File: config.mk
export PLATFORM = sky130hd
export DESIGN_NAME = wb_grf_flat
export DESIGN_NICKNAME = d
export VERILOG_FILES = /design/src/rtl/wb_grf_pkg.sv /design/src/rtl/wb_grf_if.sv /design/src/rtl/wb_load_ext.sv /design/src/rtl/wb_grf.sv /design/src/flat_wrapper.sv
export SDC_FILE = /design/constraint.sdc
export NUM_CORES = 2
export LEC_CHECK = 0
export CORE_UTILIZATION = 55
export CTS_BUF_LIST = sky130_fd_sc_hd__clkbuf_16
export DETAILED_ROUTE_END_ITERATION = 10
export PLACE_DENSITY = 0.72
export RECOVER_POWER = 25
export SYNTH_ARGS = -nofsm -noshare
export SYNTH_HDL_FRONTEND = slang
export SYNTH_SLANG_ARGS = --single-unit
File: constraint.sdc
create_clock -name clk -period 3.35 [get_ports clk]
set_input_delay 0.5025 -clock clk [delete_from_list [all_inputs] [get_ports clk]]
set_output_delay 0.5025 -clock clk [all_outputs]
set_load 0.02 [all_outputs]
File: src/rtl/wb_grf_pkg.sv
// Shared CPU constants for the writeback stage: writeback-source and load-type encodings.
// The controller drives these same encodings into the M/W pipeline register.
package wb_grf_pkg;

  typedef enum logic [1:0] {
    WSEL_ALU  = 2'd0,
    WSEL_MEM  = 2'd1,
    WSEL_LINK = 2'd2,
    WSEL_RSVD = 2'd3
  } wsel_e;

  typedef enum logic [2:0] {
    LD_LW  = 3'd0,
    LD_LB  = 3'd1,
    LD_LBU = 3'd2,
    LD_LH  = 3'd3,
    LD_LHU = 3'd4
  } ld_op_e;

  localparam int unsigned NREGS = 32;

  function automatic logic [31:0] ext8(input logic [7:0] b, input logic sgn);
    return {{24{sgn & b[7]}}, b};
  endfunction

  function automatic logic [31:0] ext16(input logic [15:0] h, input logic sgn);
    return {{16{sgn & h[15]}}, h};
  endfunction

endpackage

File: src/rtl/wb_grf_if.sv
// W-stage bundle, D-stage read ports and commit trace of the writeback/GRF block.
// master = pipeline/bench side, slave = wb_grf.
interface wb_grf_if;
  logic        regwrite_w;
  logic [1:0]  wsel_w;
  logic [2:0]  ld_op_w;
  logic [31:0] pc_w;
  logic [31:0] instr_w;
  logic [31:0] ao_w;
  logic [31:0] dr_w;
  logic [4:0]  a3_w;
  logic [4:0]  rs_addr_d;
  logic [4:0]  rt_addr_d;
  logic [31:0] rs_data_d;
  logic [31:0] rt_data_d;
  logic [31:0] wb_data_w;
  logic        wb_en_w;
  logic [31:0] retire_cnt;
  logic        trace_valid;
  logic [31:0] trace_pc;
  logic [4:0]  trace_reg;
  logic [31:0] trace_data;

  modport master (
    output regwrite_w, wsel_w, ld_op_w, pc_w, instr_w, ao_w, dr_w, a3_w,
           rs_addr_d, rt_addr_d,
    input  rs_data_d, rt_data_d, wb_data_w, wb_en_w, retire_cnt,
           trace_valid, trace_pc, trace_reg, trace_data
  );

  modport slave (
    input  regwrite_w, wsel_w, ld_op_w, pc_w, instr_w, ao_w, dr_w, a3_w,
           rs_addr_d, rt_addr_d,
    output rs_data_d, rt_data_d, wb_data_w, wb_en_w, retire_cnt,
           trace_valid, trace_pc, trace_reg, trace_data
  );
endinterface

File: src/rtl/wb_load_ext.sv
// Load extension: picks the byte/half lane of the raw memory word and sign/zero extends it.
// Purely combinational; unknown load types behave as lw.
module wb_load_ext
  import wb_grf_pkg::*;
(
  input  logic [31:0] dr_i,
  input  logic [1:0]  lane_i,
  input  logic [2:0]  ld_op_i,
  output logic [31:0] data_o
);

  logic [7:0]  byteSel;
  logic [15:0] halfSel;

  always_comb begin
    byteSel = dr_i[7:0];
    case (lane_i)
      2'd0:    byteSel = dr_i[7:0];
      2'd1:    byteSel = dr_i[15:8];
      2'd2:    byteSel = dr_i[23:16];
      default: byteSel = dr_i[31:24];
    endcase
    // Halfword lane ignores the low address bit.
    halfSel = lane_i[1] ? dr_i[31:16] : dr_i[15:0];
  end

  always_comb begin
    data_o = dr_i;
    case (ld_op_i)
      LD_LB:   data_o = ext8(byteSel, 1'b1);
      LD_LBU:  data_o = ext8(byteSel, 1'b0);
      LD_LH:   data_o = ext16(halfSel, 1'b1);
      LD_LHU:  data_o = ext16(halfSel, 1'b0);
      default: data_o = dr_i;
    endcase
  end

endmodule

File: src/rtl/wb_grf.sv
// Writeback stage plus 32x32 general register file with same-cycle write bypass,
// retire counter and a one-cycle-delayed commit trace.
module wb_grf
  import wb_grf_pkg::*;
#(
  parameter logic [31:0] LINK_OFFSET = 32'd8,
  parameter bit          TRACE_EN    = 1'b1
) (
  input  logic     clk,
  input  logic     reset,
  wb_grf_if.slave  bus
);

  logic [31:0] extData;
  logic [31:0] wbData;
  logic        wbEn;
  logic [31:0] rsData;
  logic [31:0] rtData;

  logic [31:0] grf_q [NREGS];
  logic [31:0] retireCnt_q, retireCnt_d;
  logic        traceValid_q;
  logic [31:0] tracePc_q;
  logic [4:0]  traceReg_q;
  logic [31:0] traceData_q;

  wb_load_ext u_load_ext (
    .dr_i    (bus.dr_w),
    .lane_i  (bus.ao_w[1:0]),
    .ld_op_i (bus.ld_op_w),
    .data_o  (extData)
  );

  always_comb begin
    wbData = '0;
    case (bus.wsel_w)
      WSEL_ALU:  wbData = bus.ao_w;
      WSEL_MEM:  wbData = extData;
      WSEL_LINK: wbData = bus.pc_w + LINK_OFFSET;
      default:   wbData = '0;
    endcase
  end

  assign wbEn = bus.regwrite_w && (bus.a3_w != 5'd0) && (bus.wsel_w != WSEL_RSVD);

  // The bypass lets D read a value being committed this very edge without a stall.
  always_comb begin
    rsData = grf_q[bus.rs_addr_d];
    if (bus.rs_addr_d == 5'd0) begin
      rsData = '0;
    end else if (wbEn && (bus.rs_addr_d == bus.a3_w)) begin
      rsData = wbData;
    end
  end

  always_comb begin
    rtData = grf_q[bus.rt_addr_d];
    if (bus.rt_addr_d == 5'd0) begin
      rtData = '0;
    end else if (wbEn && (bus.rt_addr_d == bus.a3_w)) begin
      rtData = wbData;
    end
  end

  assign retireCnt_d = retireCnt_q + {31'd0, (bus.instr_w != 32'd0)};

  always_ff @(posedge clk) begin
    if (reset) begin
      for (int i = 0; i < NREGS; i++) begin
        grf_q[i] <= '0;
      end
    end else if (wbEn) begin
      grf_q[bus.a3_w] <= wbData;
    end
  end

  always_ff @(posedge clk) begin
    if (reset) begin
      retireCnt_q <= '0;
    end else begin
      retireCnt_q <= retireCnt_d;
    end
  end

  // Trace payload holds between commits so the grader can see the last one.
  always_ff @(posedge clk) begin
    if (reset) begin
      traceValid_q <= 1'b0;
      tracePc_q    <= '0;
      traceReg_q   <= '0;
      traceData_q  <= '0;
    end else begin
      traceValid_q <= wbEn && TRACE_EN;
      if (wbEn && TRACE_EN) begin
        tracePc_q   <= bus.pc_w;
        traceReg_q  <= bus.a3_w;
        traceData_q <= wbData;
      end
    end
  end

  assign bus.rs_data_d   = rsData;
  assign bus.rt_data_d   = rtData;
  assign bus.wb_data_w   = wbData;
  assign bus.wb_en_w     = wbEn;
  assign bus.retire_cnt  = retireCnt_q;
  assign bus.trace_valid = traceValid_q;
  assign bus.trace_pc    = tracePc_q;
  assign bus.trace_reg   = traceReg_q;
  assign bus.trace_data  = traceData_q;

endmodule

File: src/flat_wrapper.sv
// flat-port wrapper written by rule: the top's interface ports become plain ports
module wb_grf_flat import wb_grf_pkg::*;
#(
  parameter logic [31:0] LINK_OFFSET = 32'd8,
  parameter bit          TRACE_EN    = 1'b1
)
  (clk, reset, bus_regwrite_w, bus_wsel_w, bus_ld_op_w, bus_pc_w, bus_instr_w, bus_ao_w, bus_dr_w, bus_a3_w, bus_rs_addr_d, bus_rt_addr_d, bus_rs_data_d, bus_rt_data_d, bus_wb_data_w, bus_wb_en_w, bus_retire_cnt, bus_trace_valid, bus_trace_pc, bus_trace_reg, bus_trace_data);
  wb_grf_if bus_i ();
  input  logic clk;
  input  logic reset;
  input wire logic [$bits(bus_i.regwrite_w)-1:0] bus_regwrite_w;
  input wire logic [$bits(bus_i.wsel_w)-1:0] bus_wsel_w;
  input wire logic [$bits(bus_i.ld_op_w)-1:0] bus_ld_op_w;
  input wire logic [$bits(bus_i.pc_w)-1:0] bus_pc_w;
  input wire logic [$bits(bus_i.instr_w)-1:0] bus_instr_w;
  input wire logic [$bits(bus_i.ao_w)-1:0] bus_ao_w;
  input wire logic [$bits(bus_i.dr_w)-1:0] bus_dr_w;
  input wire logic [$bits(bus_i.a3_w)-1:0] bus_a3_w;
  input wire logic [$bits(bus_i.rs_addr_d)-1:0] bus_rs_addr_d;
  input wire logic [$bits(bus_i.rt_addr_d)-1:0] bus_rt_addr_d;
  output wire logic [$bits(bus_i.rs_data_d)-1:0] bus_rs_data_d;
  output wire logic [$bits(bus_i.rt_data_d)-1:0] bus_rt_data_d;
  output wire logic [$bits(bus_i.wb_data_w)-1:0] bus_wb_data_w;
  output wire logic [$bits(bus_i.wb_en_w)-1:0] bus_wb_en_w;
  output wire logic [$bits(bus_i.retire_cnt)-1:0] bus_retire_cnt;
  output wire logic [$bits(bus_i.trace_valid)-1:0] bus_trace_valid;
  output wire logic [$bits(bus_i.trace_pc)-1:0] bus_trace_pc;
  output wire logic [$bits(bus_i.trace_reg)-1:0] bus_trace_reg;
  output wire logic [$bits(bus_i.trace_data)-1:0] bus_trace_data;
  assign bus_i.regwrite_w = bus_regwrite_w;
  assign bus_i.wsel_w = bus_wsel_w;
  assign bus_i.ld_op_w = bus_ld_op_w;
  assign bus_i.pc_w = bus_pc_w;
  assign bus_i.instr_w = bus_instr_w;
  assign bus_i.ao_w = bus_ao_w;
  assign bus_i.dr_w = bus_dr_w;
  assign bus_i.a3_w = bus_a3_w;
  assign bus_i.rs_addr_d = bus_rs_addr_d;
  assign bus_i.rt_addr_d = bus_rt_addr_d;
  assign bus_rs_data_d = bus_i.rs_data_d;
  assign bus_rt_data_d = bus_i.rt_data_d;
  assign bus_wb_data_w = bus_i.wb_data_w;
  assign bus_wb_en_w = bus_i.wb_en_w;
  assign bus_retire_cnt = bus_i.retire_cnt;
  assign bus_trace_valid = bus_i.trace_valid;
  assign bus_trace_pc = bus_i.trace_pc;
  assign bus_trace_reg = bus_i.trace_reg;
  assign bus_trace_data = bus_i.trace_data;
  wb_grf #(.LINK_OFFSET(LINK_OFFSET), .TRACE_EN(TRACE_EN)) u_core (.clk(clk), .reset(reset), .bus(bus_i));
endmodule
# == Word level (Yosys, flattened, before mapping) ==
# Memory sizes are Yosys's and may differ from the RTL's.
# Cells that the tools add are included.
# classes
mux,16
n_addsub,2
n_eq_ne,11
n_reduce_logical,11
# ops
op,count
2-to-1 mux 32 bit,5
one-hot mux 32 bit (4 select lines),1
one-hot mux 32 bit (3 select lines),1
adder 32 x 1 -> 32 bit,1
"adder 32 x 4 -> 32 bit, second input constant",1
nonzero test 32 bit,1
OR reduction 32 bit,1
one-hot mux 8 bit (3 select lines),1
2-to-1 mux 16 bit,1
equality test 5 bit,2
zero test 5 bit,2
"equality test 3 x 2 -> 1 bit, second input constant",2
2-to-1 mux 1 bit,6
2-to-1 mux 5 bit,1
nonzero test 5 bit,1
"equality test 2 x 1 -> 1 bit, second input constant",2
"equality test 2 bit, second input constant",2
logical AND 1 bit,4
zero test 2 bit,2
"equality test 3 x 1 -> 1 bit, second input constant",1
"equality test 3 bit, second input constant",1
"!= test 2 bit, second input constant",1
# word_totals
output_inout_bits,199
memories,1
reg_bits,102
ramBits,1024
inputBits,151
word_cells,46
# mem_list
memory,words,width,rd,rd_clocked_by_memory_dff,wr,line_no,rtl
u_core.grf_q,32,32,2,0,32,wb_grf.sv:20,logic [31:0] grf_q [NREGS];

# == Longest topological paths before layout ==
# depth
ltp_word,8
depth_mapped,11
ltp_nobuf,11

# == By module ==
# From an unflattened synthesis, not the netlist that was laid out.
# hier_totals
cells_unflattened,4331
area_unflattened_um2,59276.9
# modules_own_cells
mod,cells_each,n_inst,area_per_inst_um2,seq_area_each_um2
wb_grf,4149,1,58000.6,32791.4
wb_load_ext,182,1,1276.2,0.0

# == Worst setup path after synthesis ==
# Ideal clock, no wire load.
# synth_path
path_kind,in2out
from,input bus_wsel_w[1]
to,output bus_rt_data_d[0]
arrival_time_ps,2512
path_buffers,3
required_time_ps,2847
slack_ps,336
cell_stages,9
cell_sequence,clkbuf_1 a21boi_1 o21ai_2 inv_2 and4_1 clkbuf_1 clkbuf_1 a211oi_1 a211oi_1
# synth_via
elab_chain_len,5
word_cells_on_any_way,9
cone_classes,eq/ne: 3; mux: 3; reduce/logical: 3
# synth_lines
item,line_no,rtl
"start, declared",flat_wrapper.sv:12,input wire logic [$bits(bus_i.wsel_w)-1:0] bus_wsel_w;
branches (longest 3 deep; another with one-hot mux 32 bit (3 select lines)),n/a,
2-to-1 mux 32 bit (*),wb_grf.sv:60,end else if (wbEn && (bus.rt_addr_d == bus.a3_w)) begin
2-to-1 mux 32 bit (*),wb_grf.sv:58,if (bus.rt_addr_d == 5'd0) begin
"end, declared",flat_wrapper.sv:22,output wire logic [$bits(bus_i.rt_data_d)-1:0] bus_rt_data_d;
# Every way passes the cells marked *.

# == Final worst setup path ==
# layout_path
from,input bus_wsel_w[0]
to,output bus_rt_data_d[2]
# Same word-level chain as after synthesis.

==> summary.txt <==
Run status
  – Outcome: finished with violations
  – Failing checks: capacitance limit, slew limit, setup timing

STA
  – Achievable frequency: between 200 and 300 MHz
  – Slew Viols, Final: about 160
  – Final worst setup slack: -0.147 ns
  – Slew at the pin with the worst max-slew slack: 2.24 ns
  – Final period utilization: 104%
  – Hold WS: around 0.19 ns
  – Final Hold Viols: 0
  – Final Critical Period: 3.50 ns
  – RSZ-0062 raised after global routing: yes
  – Final setup violation count: 18
  – Relative slew slack: -49.6%
  – Final clock skew: 0.0153 ns

Final layout
  – Reg with most FFs: u_core.grf_q
  – Most frequent cells in the layout: nor2_1 (1131), edfxtp_1 (1024), buf_4 (609)
  – Max FFs per register: 1024
  – Commonest non-fill, non-tap cell in the layout: nor2_1
  – Layout cells sized above 1: about 34%
  – Filler cells: around 7100
  – Synth-to-Final Area Change: 26.0%
  – Layout Nets: 5363

CTS
  – Htree depth: 3
  – Num CTS Buffers: 117
  – Hold_buf cts: 0
  – CTS tree: built
  – Clock Sinks: 1126
  – Skew-Pair Late Insertion Delay: 0.73 ns
  – Root buf cell: clkbuf_16
  – CTS Buffer Depth: 3
  – Reg clk slew, reported paths: 0.06 ns

Synthesis
  – Synth area leaders: edfxtp_1 (52%), mux4_2 (21%), nor2_1 (7.3%)
  – Ys Warns: 0
  – EDFF count, synth: 1024
  – Avg Inst Size Synth: 13.6 µm²
  – Post-synth cell types: 79
  – Mapped Area: 0.0591 mm²
  – FF+latch count, synth: ~1100
  – Post-synthesis instance total: 4359
  – Leading area contributor after synthesis: edfxtp_1
  – Seq/Total Area, Yosys: 55.5%
  – Most used DFF post-synth: edfxtp_1
  – Async SR Flop Fraction: 0%
  – Yosys top cell area share: 52.0%

Global routing
  – First-pass GRT wire length: 310000 µm
  – Total gr overflow: 0
  – Total GRT Usage: 40.4%
  – Initial antenna violation count: 3
  – Number of global-route vias before repair: between 40000 and 50000
  – Largest net degree at the start of global routing: 86

Detailed routing
  – DR iter-0 viols: around 7400
  – WL met2: 99400 µm
  – Vias/cell: 6.92
  – Routed length on met1: around 73000 µm
  – Met3 routed WL: approximately 33000 µm
  – DR pass1 iterations: 7
  – DRC viols: 0
  – WL final: 221000 µm
  – Detail Route Antenna Nets: 0
  – Routed wire per std cell: ~33 µm
  – Top layer in use: met5
  – Via count: 46400

Setup path
  – Worst Path Class, Setup: input pin to primary output
  – Crit end category: primary output
  – Worst path top cell family by delay: buffers and inverters
  – Crit path max fanout: 10
  – Critical path origin: bus_wsel_w[0]
  – Crit path largest cell delay: 0.56 ns
  – Critical Path Most Common Cell: buf_4
  – Critical path arrival: 2.99 ns
  – Critical path's slowest cell: o211ai_1
  – WP data required: 2.85 ns
  – Cell Chain, Critical Path: clkdlybuf4s50_1, buf_4, buf_4, nand2_2, buf_4, a221oi_4, a311oi_4, buf_12, o211ai_1, buf_4
  – Startpoint types: input pin
  – Worst R2R Start: u_core.bus.retire_cnt[0]$_SDFF_PP0_
  – CP Buf/Inv Count: 6
  – R2r setup slk: 1.10 ns

Placement
  – Port Buf Inserts: about 350
  – Routability cong.: 1.02
  – Hpwl dp: around 150000 µm

Die
  – Initial core utilization: 55.9%
  – Total die area: 0.109 mm²
  – Die W: 330 µm
  – Core area: between 0.1 and 0.15 mm²
  – Overall die height: 330 µm
  – Rows: 119
  – I/O Pins: 350

Power
  – Max rail drop VDD: 448 µV
  – Tot Pwr: 35.8 mW
  – P_leak: around 27 nW
  – Power Dens Cells: 481 mW/mm²

Flow run
  – Max Cap Violations: 3

Min path
  – Hold Crit Class: input pin to flop
  – Min-delay src: reset
==> path summary, 6_finish.rpt <==
check	end	cells after the start
min	u_core.bus.trace_reg[4]$_SDFFE_PP0P_	2
min reg2reg	u_core.bus.trace_pc[24]$_SDFFE_PP0P_	2
max reg2reg	u_core.bus.retire_cnt[20]$_SDFF_PP0_	7
max	bus_rt_data_d[2]	10
==> cell type report <==
| type | instances | area, µm² | share of cell area [%] |
|---|---|---|---|
| Clock buffer | 121 | 3030 | 4.07 |
| Clock inverter | 96 | 602 | 0.808 |
| Antenna cell | 4 | 10.0 | 0.0134 |
| Sequential cell | 1126 | 32800 | 44.0 |
| Timing Repair Buffer | 1150 | 10700 | 14.4 |
| Multi-Input combinational cell | 2763 | 25400 | 34.1 |
| Tap cell | 1391 | 1740 | 2.34 |
| Inverter | 51 | 196 | 0.264 |
==> where the power goes <==
group	leakage [nW]	internal, mW	switching, mW
Clock	1.88	6.94	5.58
Combinational	14.6	3.05	3.76
Sequential	10.6	16.1	0.409
Total	27.1	26.1	9.75
==> through the flow <==
stage                     worst slack, ns  area [µm²]  util [%]  setup TNS [ns]  std cells
final                              -0.147       74500      70.4          -0.999       6702
after global routing               -0.134       74500      70.3           -2.19       6699
after CTS                          -0.116       74400      70.3          -0.304       6667
after detailed placement           -0.910       69700      65.8         -108.06       6412
after global placement             -0.934       69700      65.8          -95.54       6412
after floorplan                     0.336       59200         -               0       4390
==> per-layer routing <==
layer | vias to the layer above | global-route usage, %
li1 | 18300 | -
met1 | 23100 | 52.1
met4 | 4 | 24.2
met5 | - | 0
met2 | 4140 | 61.0
met3 | 912 | 11.7
==> Yosys cell counts (58+ instances only) <==
library cell and n:
clkbuf_1 222, nor2_1 1155, a21oi_1 75, nand2_1 145
mux2i_1 180, buf_4 58, edfxtp_1 1024, mux4_2 541
buf_2 144, a211oi_1 122, dfxtp_1 102
==> logic make-up after synthesis <==
logic type	count (synthesis)	synth area share, %
compound gates	393	4.87
xor+xnor	59	0.874
fa+ha+maj	3	0.0635
buf+inv	501	4.06
flops	1126	55.5
mux	725	23.7
other cells	1	0.00634
simple gates	1551	10.9
==> repair_timing <==
| item | 4_1_cts | 5_1_grt |
|---|---|---|
| pin swaps | 65 | 40 |
| cloned | 4 | 0 |
| endpoints found under the setup margin | 97 | 88 |
| resized for setup | 558 | 150 |
| setup buffers | 39 | 32 |
(Power assumes the default switching activity.)
